<file path="src/rtl/masked_ascon_sublayer_seq_if.sv">
// Handshake and two-share state bus for the column-serial masked Ascon S-box layer.
interface masked_ascon_sublayer_seq_if #(
  parameter int unsigned W = 64
);
  logic           in_valid;
  logic           in_ready;
  logic [5*W-1:0] a_state_in;
  logic [5*W-1:0] b_state_in;
  logic [4:0]     z_in;
  logic           z_req;
  logic           out_valid;
  logic           out_ready;
  logic [5*W-1:0] a_state_out;
  logic [5*W-1:0] b_state_out;
  logic           busy;

  modport master (
    output in_valid, a_state_in, b_state_in, z_in, out_ready,
    input  in_ready, z_req, out_valid, a_state_out, b_state_out, busy
  );

  modport slave (
    input  in_valid, a_state_in, b_state_in, z_in, out_ready,
    output in_ready, z_req, out_valid, a_state_out, b_state_out, busy
  );
endinterface

</file>
<file path="src/rtl/masked_ascon_sublayer_seq.sv">
// Two-share Ascon substitution layer: one first-order DOM S-box walked over all W columns.
// Optional macro ASCON_SBOX_LFSR_EN sources the DOM randomness from an internal LFSR instead of z_in.
module masked_ascon_sublayer_seq #(
  parameter int unsigned W         = 64,
  parameter logic [31:0] LFSR_SEED = 32'hACE1_2B07
) (
  input logic                        clk,
  input logic                        rst,
  masked_ascon_sublayer_seq_if.slave bus
);
  localparam int unsigned   CW       = (W > 1) ? $clog2(W) : 1;
  localparam logic [CW-1:0] LAST_COL = CW'(W - 1);

  typedef enum logic [1:0] {IDLE, PRESENT, CAPTURE, DONE} state_t;

  state_t            state;
  logic [CW-1:0]     col;
  logic [4:0][W-1:0] a_sh, b_sh;
  logic [4:0][W-1:0] a_out_q, b_out_q;
  logic [4:0]        z_q, z_next;
  logic              z_take;
  logic [4:0]        cross_ab_q, cross_ba_q, cross_ab_d, cross_ba_d;
  logic [4:0]        ax, bx, ay, by;
  logic [4:0]        la, lb, ma, mb;
  logic              out_valid_q, busy_q, in_ready_q;

  // current column; index 4 carries lane x0
  for (genvar j = 0; j < 5; j++) begin : g_col
    assign ax[j] = a_sh[j][col];
    assign bx[j] = b_sh[j][col];
  end

  // input linear layer per share, la/lb indexed by lane number x0..x4
  assign la[0] = ax[4] ^ ax[0];
  assign la[1] = ax[3];
  assign la[2] = ax[2] ^ ax[3];
  assign la[3] = ax[1];
  assign la[4] = ax[0] ^ ax[1];
  assign lb[0] = bx[4] ^ bx[0];
  assign lb[1] = bx[3];
  assign lb[2] = bx[2] ^ bx[3];
  assign lb[3] = bx[1];
  assign lb[4] = bx[0] ^ bx[1];

  // chi with DOM ANDs: inner-domain terms combinational, cross-domain terms reshared and registered
  for (genvar i = 0; i < 5; i++) begin : g_chi
    localparam int unsigned I1 = (i + 1) % 5;
    localparam int unsigned I2 = (i + 2) % 5;
    logic pa, pb, qa, qb;
    assign pa            = ~la[I1];
    assign pb            = lb[I1];
    assign qa            = la[I2];
    assign qb            = lb[I2];
    assign cross_ab_d[i] = (pa & qb) ^ z_q[i];
    assign cross_ba_d[i] = (pb & qa) ^ z_q[i];
    assign ma[i]         = la[i] ^ (pa & qa) ^ cross_ab_q[i];
    assign mb[i]         = lb[i] ^ (pb & qb) ^ cross_ba_q[i];
  end

  // output linear layer; the constant inversion lands on share A only
  assign ay[4] = ma[0] ^ ma[4];
  assign ay[3] = ma[1] ^ ma[0];
  assign ay[2] = ~ma[2];
  assign ay[1] = ma[3] ^ ma[2];
  assign ay[0] = ma[4];
  assign by[4] = mb[0] ^ mb[4];
  assign by[3] = mb[1] ^ mb[0];
  assign by[2] = mb[2];
  assign by[1] = mb[3] ^ mb[2];
  assign by[0] = mb[4];

  always_ff @(posedge clk or posedge rst) begin
    if (rst) begin
      cross_ab_q <= '0;
      cross_ba_q <= '0;
    end else if (state == PRESENT) begin
      cross_ab_q <= cross_ab_d;
      cross_ba_q <= cross_ba_d;
    end
  end

  // z is taken on the accept edge and on every capture edge that moves to a new column
  always_comb begin
    z_take = 1'b0;
    if ((state == IDLE) && bus.in_valid) z_take = 1'b1;
    if ((state == CAPTURE) && (col != LAST_COL)) z_take = 1'b1;
  end

`ifdef ASCON_SBOX_LFSR_EN
  logic [31:0] lfsr_q;
  logic [4:0]  unused_z_in;
  assign unused_z_in = bus.z_in;
  assign z_next      = lfsr_q[4:0];

  // Galois LFSR, taps 32,22,2,1, one step per z sample
  always_ff @(posedge clk or posedge rst) begin
    if (rst) begin
      lfsr_q <= LFSR_SEED;
    end else if (z_take) begin
      lfsr_q <= {1'b0, lfsr_q[31:1]} ^ (lfsr_q[0] ? 32'h8020_0003 : 32'h0000_0000);
    end
  end
`else
  logic [31:0] unused_seed;
  assign unused_seed = LFSR_SEED;
  assign z_next      = bus.z_in;
`endif

  always_ff @(posedge clk or posedge rst) begin
    if (rst) begin
      state       <= IDLE;
      col         <= '0;
      a_sh        <= '0;
      b_sh        <= '0;
      a_out_q     <= '0;
      b_out_q     <= '0;
      z_q         <= '0;
      out_valid_q <= 1'b0;
      busy_q      <= 1'b0;
      in_ready_q  <= 1'b1;
    end else begin
      case (state)
        IDLE: begin
          if (bus.in_valid) begin
            a_sh       <= bus.a_state_in;
            b_sh       <= bus.b_state_in;
            col        <= '0;
            z_q        <= z_next;
            in_ready_q <= 1'b0;
            busy_q     <= 1'b1;
            state      <= PRESENT;
          end
        end
        PRESENT: state <= CAPTURE;
        CAPTURE: begin
          a_out_q[0][col] <= ay[0];
          a_out_q[1][col] <= ay[1];
          a_out_q[2][col] <= ay[2];
          a_out_q[3][col] <= ay[3];
          a_out_q[4][col] <= ay[4];
          b_out_q[0][col] <= by[0];
          b_out_q[1][col] <= by[1];
          b_out_q[2][col] <= by[2];
          b_out_q[3][col] <= by[3];
          b_out_q[4][col] <= by[4];
          if (col == LAST_COL) begin
            busy_q      <= 1'b0;
            out_valid_q <= 1'b1;
            state       <= DONE;
          end else begin
            col   <= col + CW'(1);
            z_q   <= z_next;
            state <= PRESENT;
          end
        end
        DONE: begin
          if (bus.out_ready) begin
            out_valid_q <= 1'b0;
            in_ready_q  <= 1'b1;
            state       <= IDLE;
          end
        end
        default: state <= IDLE;
      endcase
    end
  end

  assign bus.z_req       = z_take;
  assign bus.in_ready    = in_ready_q;
  assign bus.out_valid   = out_valid_q;
  assign bus.busy        = busy_q;
  assign bus.a_state_out = a_out_q;
  assign bus.b_state_out = b_out_q;
endmodule
</file>
<file path="src/flat_wrapper.sv">
// flat-port wrapper written by rule: the top's interface ports become plain ports
module masked_ascon_sublayer_seq_flat 
#(
  parameter int unsigned W         = 64,
  parameter logic [31:0] LFSR_SEED = 32'hACE1_2B07
)
  (clk, rst, bus_in_valid, bus_a_state_in, bus_b_state_in, bus_z_in, bus_out_ready, bus_in_ready, bus_z_req, bus_out_valid, bus_a_state_out, bus_b_state_out, bus_busy);
  masked_ascon_sublayer_seq_if #(.W(W)) bus_i ();
  input logic clk;
  input logic rst;
  input wire logic [$bits(bus_i.in_valid)-1:0] bus_in_valid;
  input wire logic [$bits(bus_i.a_state_in)-1:0] bus_a_state_in;
  input wire logic [$bits(bus_i.b_state_in)-1:0] bus_b_state_in;
  input wire logic [$bits(bus_i.z_in)-1:0] bus_z_in;
  input wire logic [$bits(bus_i.out_ready)-1:0] bus_out_ready;
  output wire logic [$bits(bus_i.in_ready)-1:0] bus_in_ready;
  output wire logic [$bits(bus_i.z_req)-1:0] bus_z_req;
  output wire logic [$bits(bus_i.out_valid)-1:0] bus_out_valid;
  output wire logic [$bits(bus_i.a_state_out)-1:0] bus_a_state_out;
  output wire logic [$bits(bus_i.b_state_out)-1:0] bus_b_state_out;
  output wire logic [$bits(bus_i.busy)-1:0] bus_busy;
  assign bus_i.in_valid = bus_in_valid;
  assign bus_i.a_state_in = bus_a_state_in;
  assign bus_i.b_state_in = bus_b_state_in;
  assign bus_i.z_in = bus_z_in;
  assign bus_i.out_ready = bus_out_ready;
  assign bus_in_ready = bus_i.in_ready;
  assign bus_z_req = bus_i.z_req;
  assign bus_out_valid = bus_i.out_valid;
  assign bus_a_state_out = bus_i.a_state_out;
  assign bus_b_state_out = bus_i.b_state_out;
  assign bus_busy = bus_i.busy;
  masked_ascon_sublayer_seq #(.W(W), .LFSR_SEED(LFSR_SEED)) u_core (.clk(clk), .rst(rst), .bus(bus_i));
endmodule
</file>
<file path="config.mk">
export PLATFORM = sky130hd
export DESIGN_NAME = masked_ascon_sublayer_seq_flat
export DESIGN_NICKNAME = d
export VERILOG_FILES = /design/src/rtl/masked_ascon_sublayer_seq_if.sv /design/src/rtl/masked_ascon_sublayer_seq.sv /design/src/flat_wrapper.sv
export SDC_FILE = /design/constraint.sdc
export NUM_CORES = 2
export LEC_CHECK = 0
export BUFFER_PORTS_ARGS = -buffer_cell sky130_fd_sc_hd__buf_2
export CAP_MARGIN = 25
export CORE_AREA = 2 2 500 502
export CTS_BUF_LIST = sky130_fd_sc_hd__clkbuf_8
export DETAILED_ROUTE_END_ITERATION = 6
export DIE_AREA = 0 0 502 504
export PLACE_DENSITY = 0.42
export SLEW_MARGIN = 25
export SYNTH_ARGS = -nofsm -noshare
export SYNTH_HDL_FRONTEND = slang
export SYNTH_SLANG_ARGS = --single-unit
</file>
<file path="constraint.sdc">
create_clock -name clk -period 108.3 [get_ports clk]
set_input_delay 10.83 -clock clk [delete_from_list [all_inputs] [get_ports clk]]
set_output_delay 10.83 -clock clk [all_outputs]
set_load 0.05 [all_outputs]
</file>
== Yosys cells after proc, flatten, opt, wreduce, memory -nomap -nowiden ==
Cells that the tools add are included.

* Logic and storage cells: 174
* Register bits: 1306
* Output and inout port bits: 644
* Input port bits: 649

* Bitwise gates (word level): 68
* Add/sub/neg operators: 1
* $lt $le $gt $ge: 2
* Reduce and logical (&&, ||, !) cells: 13
* Equality and inequality tests: 9
* Muxes and demuxes: 53

{| class="wikitable"
|+ Operators with widths
! operator !! number
|-
| 64-bit bitwise mux || 10
|-
| 1-bit binary-select mux with 6-bit select || 10
|-
| 1-bit bitwise XOR || 42
|-
| 1-bit AND || 20
|-
| 1-bit 2-to-1 mux || 19
|-
| 6-bit 2-to-1 mux || 2
|-
| 6-bit one-hot mux with 2 select lines || 1
|-
| 3-bit AND reduction || 4
|-
| 5-bit 2-to-1 mux || 2
|-
| 5-bit one-hot mux with 2 select lines || 1
|-
| 2-bit inequality test, second input constant || 4
|-
| 2-bit one-hot mux with 4 select lines || 1
|-
| 6-bit by 7-bit < comparator with 1-bit output, second input constant || 1
|-
| 6-bit by 1-bit adder with 6-bit output, second input constant || 1
|-
| 1-bit demux with 6-bit select || 1
|-
| 6-bit == test, second input constant || 1
|-
| 6-bit by 1-bit >= comparator with 1-bit output, second input constant || 1
|-
| 2-bit 2-to-1 mux || 3
|-
| 6-bit inequality test, second input constant || 1
|-
| 1-bit inverter || 6
|-
| 1-bit one-hot mux with 2 select lines || 3
|-
| 2-bit nonzero test || 3
|-
| 2-bit == test, second input constant || 2
|-
| 2-bit AND reduction || 2
|-
| other kinds (3) || 5
|}

== Depth between registers and ports, before layout ==
* Depth after elaboration: 9
* Mapped depth: 20
* Mapped depth without buffers: 13

== Worst setup path before layout ==
No wires, ideal clock.

* Path type: input to output
* From: input bus_in_valid
* To: output bus_z_req
* Data required time: 97470 ps
* Setup slack: 85491 ps
* Stages: 5
* Buffers on the path: 2
* Data arrival time: 11979 ps
* Path through: nand2_1 -> or2_2 -> clkbuf_1 -> clkbuf_1 -> nand2_1

* Cells in the longest elaborated chain, start to end: 3

{| class="wikitable"
|+ Ends and longest elaborated chain
! what !! line !! source
|-
| start: declaration || flat_wrapper.sv:11 || <nowiki>input wire logic [$bits(bus_i.in_valid)-1:0] bus_in_valid;</nowiki>
|-
| 1-bit logical AND || masked_ascon_sublayer_seq.sv:85 || <nowiki>if ((state == IDLE) && bus.in_valid) z_take = 1'b1;</nowiki>
|-
| 1-bit 2-to-1 mux || masked_ascon_sublayer_seq.sv:85 ||
|-
| 1-bit 2-to-1 mux || masked_ascon_sublayer_seq.sv:86 || <nowiki>if ((state == CAPTURE) && (col != LAST_COL)) z_take = 1'b1;</nowiki>
|-
| end: declaration || flat_wrapper.sv:17 || <nowiki>output wire logic [$bits(bus_i.z_req)-1:0] bus_z_req;</nowiki>
|}

Every way passes these cells.

== Worst setup path in the final report ==
Ends and elaborated chain as after synthesis.

==> impl_metrics.yaml <==
clock_tree:
  cts.clk_slew.worst_paths_ps: 50
  ctsLongestPathBuffers: 3
  clk_latency_ps: 1000
  cts_inserted_buffers: 236
  tritoncts: "built"
  h-tree-depth: 4
  holdBufCountCts: 0
  cts.sinks: 1306
  post_cts_resize_count: 0
  post_cts_buffers: 0
  clockRootBuffer: "clkbuf_8"
critical_path:
  cp-end-kind: "output pin"
  slowest_delay_ps: 580
  critPathBufInv: 2
  crit_arrival_ps: 12490
  rrSetupSlack_ps: 101280
  crit_family: "simple AND/OR/NAND/NOR gates"
  reg2regPathDepth: 15
  crit_type: "in -> out"
  reg2reg_from: "u_core.col[1]"
  cp_max_fo: 56
  cp.required_ps: 97470
  cp-start-kind: "primary input"
  slowest_stage: "or2_4"
  path_cells: "buf_2 > nand2_1 > or2_4 > nand2_1 > buf_2"
  r2r-end: "u_core.bus.b_state_out[100]"
placement:
  dp.final_hpwl_mm: 181.0
  io_buffers: 1292
  gp_congestion: 0.8234
job:
  cap_violations: 0
routing:
  dr.pass1.iters: 5
  vias_per_cell: 4.287
  drcViolationCount: 0
  drt.antenna.violating_nets: 0
  drt_iter0_markers: 2851
  wl_per_cell_um: 24.00
  drt-total-wl_mm: 252.5
  dr_total_vias: 45101
global_route:
  grt_usage_pct: 19.49
  grt_pass1_vias: 45609
  grt_overflow: 0
  grt_max_degree: 209
  grt_pass1_wl_mm: 353.6
  grt_antenna_before_repair: 183
status:
  outcome: "completed"
sta:
  rsz0062_at_grt: "no"
  tightestPinTransition_ps: 1036
  fin_skew_ps: 74.62
  hold_viol: 0
  period_share_pct: 21.53
  slew_violations: 0
  period_needed_ps: 23320
  finalSetupTns_ps: 0
  max_slew_margin_pct: 30.91
  fmax_ghz: 0.04288
  setup_violations: 0
floorplan:
  die-height_um: 504
  ios: 1293
  die_w_um: 502
  num_rows: 183
  fp.coreArea_um2: 247500
  die-area_um2: 253000
  start_util_pct: 21.68
finish:
  fin_nets: 7574
  final_util_pct: 27.77
  fillers: 26849
  layout-drive-gt1-share_pct: 26.20
  syn2layout_area_growth_pct: 28.09
synth:
  ys_seq_area_share_pct: 60.90
  ys_ff_latch: 1306
  syn_area_per_cell_um2: 9.389
  netlist_area_um2: 53670
  ys_types: 69
  syn-instance-count: 5716
  ys_warn_count: 0
  async_reset_ff_share_pct: 100.0
  syn_nets: 6370
  synth-main-ff-cell: "dfrtp_1"
  synth_edf_count: 0
hold_path:
  holdPathEnd: "u_core.a_sh[246]"
  min_path_type: "reg -> reg"
  holdCritStartpoint: "u_core.a_sh[246]"
  min_path_cells: 2
-- registers in the layout, indices dropped and copies added (netlist names) --
register / flops
u_core.a_sh: 320
u_core.b_sh: 320
u_core.bus.a_state_out: 320
u_core.bus.b_state_out: 320
u_core.bus.busy: 1
u_core.bus.in_ready: 1
u_core.bus.out_valid: 1
u_core.col: 6
u_core.cross_ab_q: 5
u_core.cross_ba_q: 5
u_core.state: 2
u_core.z_q: 5
-- per-layer routing --
layer / wire, um / global-route usage (%) / up-vias
met2: 122900 / 33.11 / 1464
met3: 19860 / 6.579 / 527
met4: 7155 / 5.782 / 140
met1: 101700 / 23.15 / 21769
met5: 871 / 0 / -
li1: - / - / 21201
-- cell usage after synthesis (all sizes together), types with 27 or more instances --
master / number / area share (%)
a21oi: 48 / 0.45
a221oi: 66 / 1.1
buf: 87 / 1.1
clkbuf: 333 / 2.4
dfrtp: 1305 / 61
mux2: 27 / 0.57
mux2i: 116 / 2.2
mux4: 44 / 1.8
nand2: 2659 / 19
nor2: 65 / 0.47
o21ai: 686 / 6.4
o22ai: 37 / 0.43
-- worst max path at each step --
stage,startpoint,endpoint,slack (ps),cells past startpoint
floorplan,rst,u_core.a_sh[0],60660,1
global placement,bus_in_valid,bus_z_req,84960,5
detailed placement,bus_in_valid,bus_z_req,84950,5
CTS,bus_in_valid,bus_z_req,84940,5
global route,bus_in_valid,bus_z_req,84800,5
finish,bus_in_valid,bus_z_req,84980,5
-- tightest hold or removal path, delay by kind of cell (launching register included) --
family        cells  cell delay, ps
flops             1             330
simple gates      2             100
-- logic make-up (layout without fill, tap and decap cells) --
logic type,Yosys count,count (layout),synth area share [%]
xor gates and xnor gates,39,39,0.7554
buffers and inverters,438,1832,3.627
and+or+nand+nor,2795,2795,19.93
adders and majority gates,7,7,0.1562
DFF,1306,1306,60.90
other,0,80,0
muxes,187,187,4.590
AOI/OAI and AO/OA,944,944,10.05
-- per-stage QoR --
stage	setup slack [ps]	instances	hold WS, ps	area, um^2
5_1_grt	84800	10482	487.3	68650
3_5_place_dp	84950	10010	457.1	63430
6_report	84980	10520	467.6	68750
3_3_place_gp	84960	10010	451.3	63420
2_1_floorplan	60660	5716	437.9	53670
4_1_cts	84940	10438	471.3	68490
-- layout by cell type, fill, tap and decap left out, types with 8 or more instances in the layout --
cell and instances:
and3_1 11, a221oi_1 64, a31oi_1 13, inv_1 103
o22ai_1 37, buf_2 1292, xor2_1 13, nand2_1 2654
o22a_1 18, xnor2_1 14, clkinv_2 14, mux2i_1 115
o21ai_0 656, o21ai_1 30, o21a_1 11, diode_2 80
a22oi_1 14, nor2_1 53, clkbuf_8 304, nand3_1 13
mux2_2 26, a221o_1 19, bufinv_16 8, buf_4 85
dfrtp_1 1302, a21oi_1 48, mux4_2 44
-- final cells by class --
type | count | area, um^2 | share of cell area, %
Clock buffer | 304 | 4184 | 6.086
Sequential cell | 1306 | 32690 | 47.56
Inverter | 18 | 76.32 | 0.1110
Tap cell | 3330 | 4167 | 6.061
Multi-Input combinational cell | 3972 | 19280 | 28.04
Timing Repair Buffer | 1386 | 7274 | 10.58
Clock inverter | 124 | 872.1 | 1.269
Antenna cell | 80 | 200.2 | 0.2912
Power is not shown: default switching activity piles up to over one toggle a cycle in this logic, so the estimate is an artifact.
